===== src/rtl/id_ex_stage_pkg.sv =====
// Shared definitions for the ID/EX pipeline stage.
// The control bundle is {RegWrite,MemRead,MemWrite,MemtoReg,ALUSrc,RegDst,ALUOp}.
// ALUOp occupies the low ALUOP_W bits.
// Each single-bit flag sits at bit position ALUOP_W + CTRL_<flag>.
// This keeps the offsets valid when a different ALUOp width is chosen.
package id_ex_stage_pkg;

  localparam int DEF_ALUOP_W = 2;
  localparam int CTRL_W      = 6 + DEF_ALUOP_W;

  // ALUOp base and flag offsets above the ALUOp field
  localparam int CTRL_ALUOP    = 0;
  localparam int CTRL_REGDST   = 0;
  localparam int CTRL_ALUSRC   = 1;
  localparam int CTRL_MEMTOREG = 2;
  localparam int CTRL_MEMWRITE = 3;
  localparam int CTRL_MEMREAD  = 4;
  localparam int CTRL_REGWRITE = 5;

  // A bubble carries no side effects: every control bit cleared
  localparam logic [CTRL_W-1:0] BUBBLE_CTRL = '0;

  typedef enum logic {
    ST_RUN    = 1'b0,
    ST_BUBBLE = 1'b1
  } stage_state_e;

endpackage


===== src/rtl/id_ex_stage_hazard_detect.sv =====
// Load-use hazard detection for the ID/EX stage (purely combinational).
// Ports:
//   rst_n          async active-low reset; forces the write enables high while low
//   stall_in       downstream stall
//   flush          taken branch/jump; a flush overrides a load-use freeze
//   ex_memread     MemRead bit of the instruction currently in ID/EX
//   ex_valid       ID/EX holds a real instruction
//   ex_rt          destination of the load in ID/EX
//   if_id_rs       source register rs of the instruction in IF/ID
//   if_id_rt       source register rt of the instruction in IF/ID
//   id_uses_rt     the IF/ID instruction really reads rt
//   id_valid       IF/ID holds a real instruction
//   lu             load-use hazard detected
//   pc_write       0 = freeze the PC this cycle
//   if_id_write    0 = freeze IF/ID this cycle
module hazard_detect #(
  parameter int REG_AW = 5
) (
  input  logic              rst_n,
  input  logic              stall_in,
  input  logic              flush,
  input  logic              ex_memread,
  input  logic              ex_valid,
  input  logic [REG_AW-1:0] ex_rt,
  input  logic [REG_AW-1:0] if_id_rs,
  input  logic [REG_AW-1:0] if_id_rt,
  input  logic              id_uses_rt,
  input  logic              id_valid,
  output logic              lu,
  output logic              pc_write,
  output logic              if_id_write
);

  // A load writing $0 never creates a dependency, so it is excluded.
  // rt only matters when the consumer actually reads it.
  always_comb begin
    lu = ex_memread && ex_valid && (ex_rt != '0) && id_valid &&
         ((ex_rt == if_id_rs) || (id_uses_rt && (ex_rt == if_id_rt)));
    pc_write    = !rst_n || !(stall_in || (lu && !flush));
    if_id_write = pc_write;
  end

endmodule


===== src/rtl/id_ex_stage.sv =====
// ID/EX pipeline register with load-use bubble insertion.
// A downstream stall holds the register.
// A flush loads a bubble.
// A load-use hazard loads a bubble and freezes PC and IF/ID for one cycle.
// bubble_cnt counts inserted load-use bubbles and saturates at all-ones.
// Ports:
//   clk, rst_n                    clock, async active-low reset
//   stall_in, flush               downstream stall, taken-branch kill
//   IF_IDrs/rt/rd, id_uses_rt     decoded register fields of the IF/ID instruction
//   id_valid                      IF/ID holds a real instruction
//   id_rdata1/2, id_imm, id_ctrl  operands, immediate, control bundle
//   pc_write, if_id_write         freeze controls for the front end
//   ID_EX*                        registered fields feeding EX and forwarding
//   bubble_cnt                    saturating load-use bubble count
module id_ex_stage
  import id_ex_stage_pkg::*;
#(
  parameter int DATA_W  = 32,
  parameter int REG_AW  = 5,
  parameter int ALUOP_W = DEF_ALUOP_W,
  parameter int CNT_W   = 16
) (
  input  logic                 clk,
  input  logic                 rst_n,
  input  logic                 stall_in,
  input  logic                 flush,
  input  logic [REG_AW-1:0]    IF_IDrs,
  input  logic [REG_AW-1:0]    IF_IDrt,
  input  logic [REG_AW-1:0]    IF_IDrd,
  input  logic                 id_uses_rt,
  input  logic                 id_valid,
  input  logic [DATA_W-1:0]    id_rdata1,
  input  logic [DATA_W-1:0]    id_rdata2,
  input  logic [DATA_W-1:0]    id_imm,
  input  logic [6+ALUOP_W-1:0] id_ctrl,
  output logic                 pc_write,
  output logic                 if_id_write,
  output logic [REG_AW-1:0]    ID_EXrs,
  output logic [REG_AW-1:0]    ID_EXrt,
  output logic [REG_AW-1:0]    ID_EXwr,
  output logic [DATA_W-1:0]    ID_EXdata1,
  output logic [DATA_W-1:0]    ID_EXdata2,
  output logic [DATA_W-1:0]    ID_EXimm,
  output logic [6+ALUOP_W-1:0] ID_EXctrl,
  output logic                 ID_EXvalid,
  output logic [CNT_W-1:0]     bubble_cnt
);

  localparam int CW          = 6 + ALUOP_W;
  localparam int MEMREAD_BIT = ALUOP_W + CTRL_MEMREAD;
  localparam int REGDST_BIT  = ALUOP_W + CTRL_REGDST;

  logic [REG_AW-1:0] rs_q, rs_d, rt_q, rt_d, wr_q, wr_d;
  logic [DATA_W-1:0] data1_q, data1_d, data2_q, data2_d, imm_q, imm_d;
  logic [CW-1:0]     ctrl_q, ctrl_d;
  logic              valid_q, valid_d;
  logic [CNT_W-1:0]  cnt_q, cnt_d;
  stage_state_e      state_q, state_d;
  logic              lu;

  hazard_detect #(.REG_AW(REG_AW)) u_hazard (
    .rst_n       (rst_n),
    .stall_in    (stall_in),
    .flush       (flush),
    .ex_memread  (ctrl_q[MEMREAD_BIT]),
    .ex_valid    (valid_q),
    .ex_rt       (rt_q),
    .if_id_rs    (IF_IDrs),
    .if_id_rt    (IF_IDrt),
    .id_uses_rt  (id_uses_rt),
    .id_valid    (id_valid),
    .lu          (lu),
    .pc_write    (pc_write),
    .if_id_write (if_id_write)
  );

  // Next ID/EX contents. Priority is stall, then flush, then load-use, then a normal load.
  // A bubble zeroes the destination so the forwarder's non-zero guard ignores it.
  always_comb begin
    rs_d    = rs_q;
    rt_d    = rt_q;
    wr_d    = wr_q;
    data1_d = data1_q;
    data2_d = data2_q;
    imm_d   = imm_q;
    ctrl_d  = ctrl_q;
    valid_d = valid_q;
    if (!stall_in) begin
      if (flush || lu) begin
        rs_d    = '0;
        rt_d    = '0;
        wr_d    = '0;
        data1_d = '0;
        data2_d = '0;
        imm_d   = '0;
        ctrl_d  = CW'(BUBBLE_CTRL);
        valid_d = 1'b0;
      end else begin
        rs_d    = IF_IDrs;
        rt_d    = IF_IDrt;
        wr_d    = id_ctrl[REGDST_BIT] ? IF_IDrd : IF_IDrt;
        data1_d = id_rdata1;
        data2_d = id_rdata2;
        imm_d   = id_imm;
        ctrl_d  = id_valid ? id_ctrl : CW'(BUBBLE_CTRL);
        valid_d = id_valid;
      end
    end
  end

  // Only genuine load-use bubbles are counted.
  // Flush bubbles and stalled cycles leave the count alone.
  always_comb begin
    cnt_d = cnt_q;
    if (!stall_in && !flush && lu && (cnt_q != '1)) begin
      cnt_d = cnt_q + 1'b1;
    end
  end

  // RUN/BUBBLE tracker. BUBBLE lasts for one unstalled edge.
  always_comb begin
    state_d = state_q;
    if (!stall_in) begin
      state_d = (lu && !flush) ? ST_BUBBLE : ST_RUN;
    end
  end

  always_ff @(posedge clk or negedge rst_n) begin
    if (!rst_n) begin
      rs_q    <= '0;
      rt_q    <= '0;
      wr_q    <= '0;
      data1_q <= '0;
      data2_q <= '0;
      imm_q   <= '0;
      ctrl_q  <= '0;
      valid_q <= 1'b0;
      cnt_q   <= '0;
      state_q <= ST_RUN;
    end else begin
      rs_q    <= rs_d;
      rt_q    <= rt_d;
      wr_q    <= wr_d;
      data1_q <= data1_d;
      data2_q <= data2_d;
      imm_q   <= imm_d;
      ctrl_q  <= ctrl_d;
      valid_q <= valid_d;
      cnt_q   <= cnt_d;
      state_q <= state_d;
    end
  end

  // The bubble clears MemRead, so a hazard cannot reappear while in BUBBLE.
  a_no_double_lu : assert property (@(posedge clk) disable iff (!rst_n)
    (state_q == ST_BUBBLE) |-> !lu);

  assign ID_EXrs    = rs_q;
  assign ID_EXrt    = rt_q;
  assign ID_EXwr    = wr_q;
  assign ID_EXdata1 = data1_q;
  assign ID_EXdata2 = data2_q;
  assign ID_EXimm   = imm_q;
  assign ID_EXctrl  = ctrl_q;
  assign ID_EXvalid = valid_q;
  assign bubble_cnt = cnt_q;

endmodule


===== config.mk =====
export PLATFORM = sky130hd
export DESIGN_NAME = id_ex_stage
export DESIGN_NICKNAME = d
export VERILOG_FILES = /design/src/rtl/id_ex_stage_pkg.sv /design/src/rtl/id_ex_stage_hazard_detect.sv /design/src/rtl/id_ex_stage.sv
export SDC_FILE = /design/constraint.sdc
export NUM_CORES = 1
export LEC_CHECK = 0
export CAP_MARGIN = 30
export CORE_ASPECT_RATIO = 0.6
export CORE_UTILIZATION = 43
export DETAILED_ROUTE_END_ITERATION = 12
export GPL_TIMING_DRIVEN = 1
export HOLD_SLACK_MARGIN = 0.15
export PLACE_DENSITY = 0.83
export SYNTH_ARGS = -nofsm -noshare
export SYNTH_HDL_FRONTEND = slang
export SYNTH_SLANG_ARGS = --single-unit

===== constraint.sdc =====
create_clock -name clk -period 3.19 [get_ports clk]
set_input_delay 0.7975 -clock clk [delete_from_list [all_inputs] [get_ports clk]]
set_output_delay 0.7975 -clock clk [all_outputs]
set_load 0.005 [all_outputs]

* Yosys cells after proc, flatten, opt, wreduce, memory -nomap -nowiden
Cells that the tools add are included.
Word-level totals: register bits 136, bits of input ports 125, output and inout bits 138
Cells by class: $add $sub $neg 1, equal/unequal tests 3, muxes and demuxes 10, reductions and logical operators 18
Operators with widths (number):
- $mux 32 | 3
- $mux 5 | 4
- $add 16x1->16 const B | 1
- $mux 8 | 2
- $ne 16x16->1 const B | 1
- $eq 5x5->1 | 2
- $logic_and 1x1->1 | 9
- $reduce_bool 5->1 | 1
- $logic_not 1->1 | 4
- $logic_or 1x1->1 | 4
- $mux 1 | 1

* Longest topological paths before layout
Gate-level depths: netlist of run 1.
depth in word-level cells 8, mapped depth 7

* By module
A second synthesis of run 1 with hierarchy kept.
Unflattened totals: cell total of the unflattened synthesis 376, area total of the unflattened synthesis 5240.0 µm²
Modules (own cells, without submodules):
- id_ex_stage | times used 1, cells each 355, area an instance 5071.1 µm², seq. area each 3403.3 µm²
- hazard_detect | times used 1, cells each 21, area an instance 168.9 µm², seq. area each 0.0 µm²

* Worst setup path after synthesis of run 1
Ideal clock, no wire load.
path kind input to output, start input IF_IDrs[4], end output pc_write, data arrival time 1.890 ns, required time 2.393 ns, slack 0.503 ns, cell stages on the path 6, cells stage by stage xnor2_1 nand3_1 o22ai_1 nand3b_1 a21bo_2 buf_4
Between the ends: word-level cells in the longest chain between the ends 7
RTL lines:
- start: declaration | RTL line id_ex_stage.sv:27 | input logic [REG_AW-1:0] IF_IDrs,
- $eq 5x5->1 | RTL line id_ex_stage_hazard_detect.sv:38 | ((ex_rt == if_id_rs) || (id_uses_rt && (ex_rt == if_id_rt)));
- $logic_or 1x1->1 | RTL line id_ex_stage_hazard_detect.sv:38
- $logic_and 1x1->1 | RTL line id_ex_stage_hazard_detect.sv:37 | lu = ex_memread && ex_valid && (ex_rt != '0) && id_valid &&
- $logic_and 1x1->1 | RTL line id_ex_stage_hazard_detect.sv:39 | pc_write = !rst_n || !(stall_in || (lu && !flush));
- $logic_or 1x1->1 | RTL line id_ex_stage_hazard_detect.sv:39
- $logic_not 1->1 | RTL line id_ex_stage_hazard_detect.sv:39
- $logic_or 1x1->1 | RTL line id_ex_stage_hazard_detect.sv:39
- end: declaration | RTL line id_ex_stage.sv:36 | output logic pc_write,
Every way passes these cells.

* Worst setup path in the final report of run 1
start input IF_IDrs[0], end output pc_write
The elaborated chain is that of the path after synthesis.

==> results of run 1 <==
==> repair_timing <==
item,CTS,global route
cloned,0,0
pin swaps,1,0
setup buffers,0,0
resized for setup,11,2
endpoints found under the setup margin,2,2
==> through the flow <==
| step | area, um^2 | std cells | setup WS [ns] | hold slack (ns) | TNS, ns |
|---|---|---|---|---|---|
| global route | 8540 | 806 | 0.187 | 0.265 | 0 |
| floorplan | 5220 | 369 | 0.503 | 0.481 | 0 |
| finish | 8540 | 806 | 0.297 | 0.257 | 0 |
| CTS | 8540 | 806 | 0.0252 | 0.255 | 0 |
| detailed placement | 8020 | 775 | -0.239 | 0.480 | -0.474 |
| global placement | 8020 | 775 | -0.229 | 0.474 | -0.457 |
==> layout by cell type (no fill, tap or decap), types with 4 or more instances in the layout <==
master	instances
nor2_1	4
mux2_2	6
and3_1	6
a22o_1	112
clkbuf_16	17
nand3_1	9
buf_4	16
clkinvlp_4	5
xnor2_1	25
nand4_1	9
clkdlybuf4s50_1	248
nand2_1	6
dfrtp_1	136
a32o_1	8
dlygate4sd2_1	10
==> state kept, by name, summed over array words and instances (netlist names) <==
name and count:
ID_EXctrl 8, ID_EXdata1 32, ID_EXdata2 32, ID_EXimm 32, ID_EXrs 5, ID_EXrt 5, ID_EXvalid 1, ID_EXwr 5
bubble_cnt 16
==> area by class of cell <==
class	count	area share
multi-input combinational	200	0.195
clock buffer	20	0.0523
tap	160	0.0234
clock inverter	11	0.00923
sequential	136	0.398
timing repair buffer	278	0.322
inverter	1	0.000439
==> kinds of logic after synthesis <==
group	after synthesis
and+or+nand+nor	44
xor gates and xnor gates	25
buffers and inverters	33
adders and majority gates	1
AOI/OAI and AO/OA	124
muxes	6
DFF	136
==> worst max-delay path, cell delays in order <==
cell            delay (ns)
dlygate4sd2_1         0.27
xnor2_1               0.18
nand2_1               0.12
o22ai_2               0.25
nand3b_1              0.11
a21bo_2               0.22
dlymetal6s2s_1        0.15
==> synthesized netlist by cell type, types with 3 or more instances <==
library cell,count,area share
a22o_1,112,0.19
a32o_1,8,0.015
and3_1,6,0.0072
buf_2,3,0.0029
buf_4,12,0.017
clkbuf_1,16,0.011
dfrtp_1,136,0.65
mux2_2,6,0.013
nand2_1,6,0.0043
nand3_1,9,0.0086
nand4_1,9,0.011
nor2_1,4,0.0029
xnor2_1,25,0.042
==> worst max-delay path by stage <==
stage / depth (start not counted) / end
floorplan: 6 / pc_write
global placement: 7 / if_id_write
detailed placement: 7 / pc_write
CTS: 6 / pc_write
global route: 7 / pc_write
finish: 7 / pc_write
==> layer usage <==
metal  routed length, um  share of wire  GRT usage
met2                7590           0.49      0.426
met3                1200          0.077     0.0825
met4                 235          0.015     0.0813
met5                   0              0          0
met1                6600           0.42      0.303
==> power by group <==
group          total (W)  internal, W  leakage [nW]  switching [W]
clock network    0.00174      0.00101         0.244       0.000731
logic           0.000673     0.000439          1.71       0.000233
registers        0.00192      0.00184          1.79      0.0000794
total            0.00433      0.00329          3.74        0.00104
==> impl_metrics.py, run 1 <==
metrics = {
    "status": {
        "status": "finished clean",
    },
    "timing": {
        "setup_viol": 0,
        "slew_headroom": 0.426,
        "timing.fmax_ghz": 0.346,
        "hold_violations": 0,
        "clock_skew_ns": 0.0168,
        "drv_slew": 0,
        "post-route-period-util": 0.907,
        "worst_pin_slew_ns": 0.862,
        "fin_crit_ns": 2.89,
        "rsz0062_at_grt": "false",
    },
    "cts": {
        "h-tree-depth": 4,
        "clkSinkCount": 136,
        "cts_made_buffers": 17,
        "cts_hold_buf": 0,
        "clk_latency_ns": 0.41,
        "cts.reportedPaths.clkPinSlew_ns": 0.06,
        "root_buffer": "clkbuf_16",
        "clock_path_buffers": 2,
        "cts_tree": "built",
    },
    "pwr": {
        "leakage_nw": 3.74,
        "power_density_mw_per_mm2": 507,
        "finalPower_w": 0.00433,
        "peakVddDrop_mv": 0.378,
    },
    "setup_path": {
        "critPathArrivalTime_ns": 2.10,
        "critical_path_class": "input pin to primary output",
        "cp_max_fo": 2,
        "required_ns": 2.39,
        "rr_endpoint": "ID_EXimm[15]",
        "reg2reg_from": "ID_EXrt[0]",
        "startpoint": "IF_IDrs[0]",
        "cp-start-kind": "input pin",
        "r2r_setup_slack_ns": 0.50,
        "r2r_cells": 7,
        "worstSetupEndpointType": "primary output",
    },
    "logic_synthesis": {
        "syn_area_per_cell_um2": 14.2,
        "syn-num-nets": 495,
        "synthArstFlopShare": 1.00,
        "synth_top_family_by_area": "compound AO/OA/AOI/OAI gates",
        "yosys_warnings": 0,
        "yosysSeqAreaShare": 0.651,
        "yosys_most_used_dff": "dfrtp_1",
        "muxShareOfSynthArea": 0.0129,
        "synthSimpleGateAreaFrac": 0.0481,
        "synth_edf_count": 0,
        "synth-xor-area-share": 0.0419,
        "synth_fa_ha_area_frac": 0.00240,
        "syn_area_mm2": 0.00522,
        "synth-seq-cells": 136,
        "syn_inst": 369,
        "synth_cell_types": 26,
        "synth_compound_area_frac": 0.210,
    },
    "placement": {
        "hpwl_mm": 11.2,
        "place.gp.congestion": 0.865,
        "portBuffers": 262,
    },
    "layout": {
        "drive_gt1_frac": 0.0867,
        "multi_input_area_mm2": 0.00166,
        "final_nets": 760,
        "fillers": 780,
        "seqCellArea_mm2": 0.00340,
        "utilization": 0.739,
        "n_antenna_cell": 0,
        "area_delta_synth_final_pct": 63.5,
    },
    "global_route": {
        "overflow": 0,
        "grt_first_pass_wirelength_mm": 23.8,
        "grt_pass1_vias": 4452,
        "grt_max_degree": 89,
        "antenna_found_initial": 0,
        "grt_usage": 0.251,
    },
    "drt": {
        "drt_iter0_markers": 192,
        "drc": 0,
        "drt_pass1_iterations": 4,
        "postRouteAntennaNets": 0,
        "wl_per_cell_um": 19.4,
        "routed_via_density": 5.28,
        "wl_mm": 15.6,
        "dr_total_vias": 4255,
    },
    "worst_hold_path": {
        "min_path_type": "input pin to asynchronous set/reset pin",
    },
    "die": {
        "core_mm2": 0.0116,
        "io_pins": 263,
        "fp-row-count": 30,
        "fp.dieW_um": 144,
        "dieArea_mm2": 0.0126,
        "die-height_um": 87.4,
        "initial_utilization": 0.452,
    },
    "job": {
        "drv_cap": 0,
    },
}
Note: power is estimated with default switching activity, not from simulation.
==> inputs of run 2 (changes only) <==
--- a/config.mk
+++ b/config.mk
@@ -12,6 +12,7 @@
 export GPL_TIMING_DRIVEN = 1
 export HOLD_SLACK_MARGIN = 0.15
 export PLACE_DENSITY = 0.83
+export SETUP_SLACK_MARGIN = 0.3
 export SYNTH_ARGS = -nofsm -noshare
 export SYNTH_HDL_FRONTEND = slang
 export SYNTH_SLANG_ARGS = --single-unit
==> run 2 against run 1 <==
Against the previous run:
- critical path type unchanged
- maximum frequency grew 2.2%
- global-route usage rose by 0.12 points
- sequential power is essentially flat
- cell area grew 0.22%
- largest cell class unchanged
- hold slack got worse by 0.00078 ns
- cell count stayed put
- first-iteration DRC count fell by 3.1%
- utilization rose by 0.16 points
==> impl_metrics.py, run 2 (synthesis gave the netlist of run 1 again) <==
metrics = {
    "status": {
        "status": "finished clean",
    },
    "global_route": {
        "grt_first_pass_wirelength_mm": 23.9,
        "overflow": 0,
        "grt_pass1_vias": 4471,
        "grt_max_degree": 89,
        "antenna_found_initial": 0,
        "grt_usage": 0.252,
    },
    "drt": {
        "postRouteAntennaNets": 0,
        "wl_mm": 15.7,
        "routed_via_density": 5.28,
        "drc": 0,
        "wl_per_cell_um": 19.5,
        "drt_pass1_iterations": 4,
        "dr_total_vias": 4257,
        "drt_iter0_markers": 186,
    },
    "timing": {
        "final.setup.tns_ns": 0,
        "setup_viol": 0,
        "post-route-period-util": 0.887,
        "worst_pin_slew_ns": 0.863,
        "drv_slew": 0,
        "rsz0062_at_grt": "false",
        "worst_slack_ns": 0.359,
        "clock_skew_ns": 0.0135,
        "timing.fmax_ghz": 0.353,
        "slew_headroom": 0.425,
        "fin_crit_ns": 2.83,
        "hold_violations": 0,
    },
    "cts": {
        "cts_tree": "built",
        "h-tree-depth": 4,
        "cts_hold_buf": 0,
        "cts_made_buffers": 17,
        "clock_path_buffers": 2,
        "root_buffer": "clkbuf_16",
        "clk_latency_ns": 0.41,
        "cts_setup_buffers": 0,
        "cts.reportedPaths.clkPinSlew_ns": 0.06,
        "clkSinkCount": 136,
    },
    "layout": {
        "fillers": 774,
        "instances_no_fill": 806,
        "area_delta_synth_final_pct": 63.9,
        "drive_gt1_frac": 0.122,
        "final_cell_area_mm2": 0.00856,
        "most-common-layout-cells": "clkdlybuf4s50_1 (248), dfrtp_1 (132), a22o_1 (112)",
        "final_nets": 760,
        "n_antenna_cell": 0,
        "final_common_cell": "clkdlybuf4s50_1",
    },
    "worst_hold_path": {
        "min_path_type": "input pin to asynchronous set/reset pin",
    },
    "setup_path": {
        "critical_path_class": "input pin to primary output",
        "critPathArrivalTime_ns": 2.03,
        "worstSetupEndpointType": "primary output",
        "cp_max_fo": 2,
        "required_ns": 2.39,
        "cp-start-kind": "input pin",
    },
    "die": {
        "io_pins": 263,
        "fp-row-count": 30,
        "dieArea_mm2": 0.0126,
        "core_mm2": 0.0116,
        "fp.dieW_um": 144,
        "die-height_um": 87.4,
        "initial_utilization": 0.452,
    },
    "placement": {
        "hpwl_mm": 11.2,
        "place.gp.congestion": 0.865,
        "dpl_cell_area_mm2": 0.00802,
        "post-place-ws_ns": -0.239,
        "placed_cells": 775,
        "portBuffers": 262,
    },
    "pwr": {
        "peakVddDrop_mv": 0.381,
        "leakage_nw": 3.74,
        "power_density_mw_per_mm2": 508,
        "finalPower_w": 0.00435,
    },
    "job": {
        "drv_cap": 0,
    },
}
## run 2: report_power, final
group          internal [W]  switching (W)
Clock               0.00101       0.000734
Sequential          0.00184      0.0000815
Combinational      0.000445       0.000238
## run 2: worst paths after layout
| path | endpoint | slack, ns | from | depth (start not counted) |
|---|---|---|---|---|
| min in group clk | ID_EXctrl[2] | 0.48 | ID_EXctrl[2] | 1 |
| setup / recovery | if_id_write | 0.36 | id_valid | 6 |
| max in group asynchronous | ID_EXrt[4] | 1.17 | rst_n | 3 |
| setup reg to reg | ID_EXimm[21] | 0.58 | ID_EXrt[0] | 7 |
| hold / removal | ID_EXdata1[12] | 0.26 | rst_n | 1 |
| hold reg to reg | ID_EXctrl[2] | 0.48 | ID_EXctrl[2] | 1 |
## run 2: critical path: stages
cell and delay [ns]:
clkdlybuf4s50_1 0.49, nand3_1 0.08, nor2_1 0.14, nand3b_1 0.10, a21bo_2 0.23, clkdlybuf4s15_2 0.20
## run 2: per-layer routing
layer,global-route usage,vias up,wire (um)
met1,0.306,2121,6600
met4,0.0852,0,289
met3,0.0825,27,1200
li1,-,1937,-
met5,0,-,0
met2,0.425,172,7610
## run 2: what timing repair did
action / in CTS / in global routing
endpoints found under the setup margin: 2 / 2
pin swaps: 6 / 15
resized for setup: 20 / 29
## run 2: cell type report
type                       count  area [um^2]  area share
sequential                   136         3410       0.398
timing repair buffer         278         2700       0.316
multi-input combinational    200         1720       0.201
clock buffer                  20          447      0.0522
tap                          160          200      0.0234
clock inverter                11         78.8     0.00921
inverter                       1         3.75    0.000439
## run 2: through the flow
step | utilization | hold slack, ns
3_3_place_gp | 0.693 | 0.474
2_1_floorplan | - | 0.481
4_1_cts | 0.738 | 0.255
5_1_grt | 0.740 | 0.265
3_5_place_dp | 0.693 | 0.480
6_report | 0.740 | 0.256
==> inputs of run 3 (changes only) <==
--- a/config.mk
+++ b/config.mk
@@ -8,9 +8,10 @@
 export CAP_MARGIN = 30
 export CORE_ASPECT_RATIO = 0.6
 export CORE_UTILIZATION = 43
+export CTS_CLUSTER_DIAMETER = 200
 export DETAILED_ROUTE_END_ITERATION = 12
 export GPL_TIMING_DRIVEN = 1
-export HOLD_SLACK_MARGIN = 0.15
+export HOLD_SLACK_MARGIN = 0.06
 export PLACE_DENSITY = 0.83
 export SETUP_SLACK_MARGIN = 0.3
 export SYNTH_ARGS = -nofsm -noshare
==> results of run 3 <==
The final DEF is identical to that of run 2; final timing and power are the same.
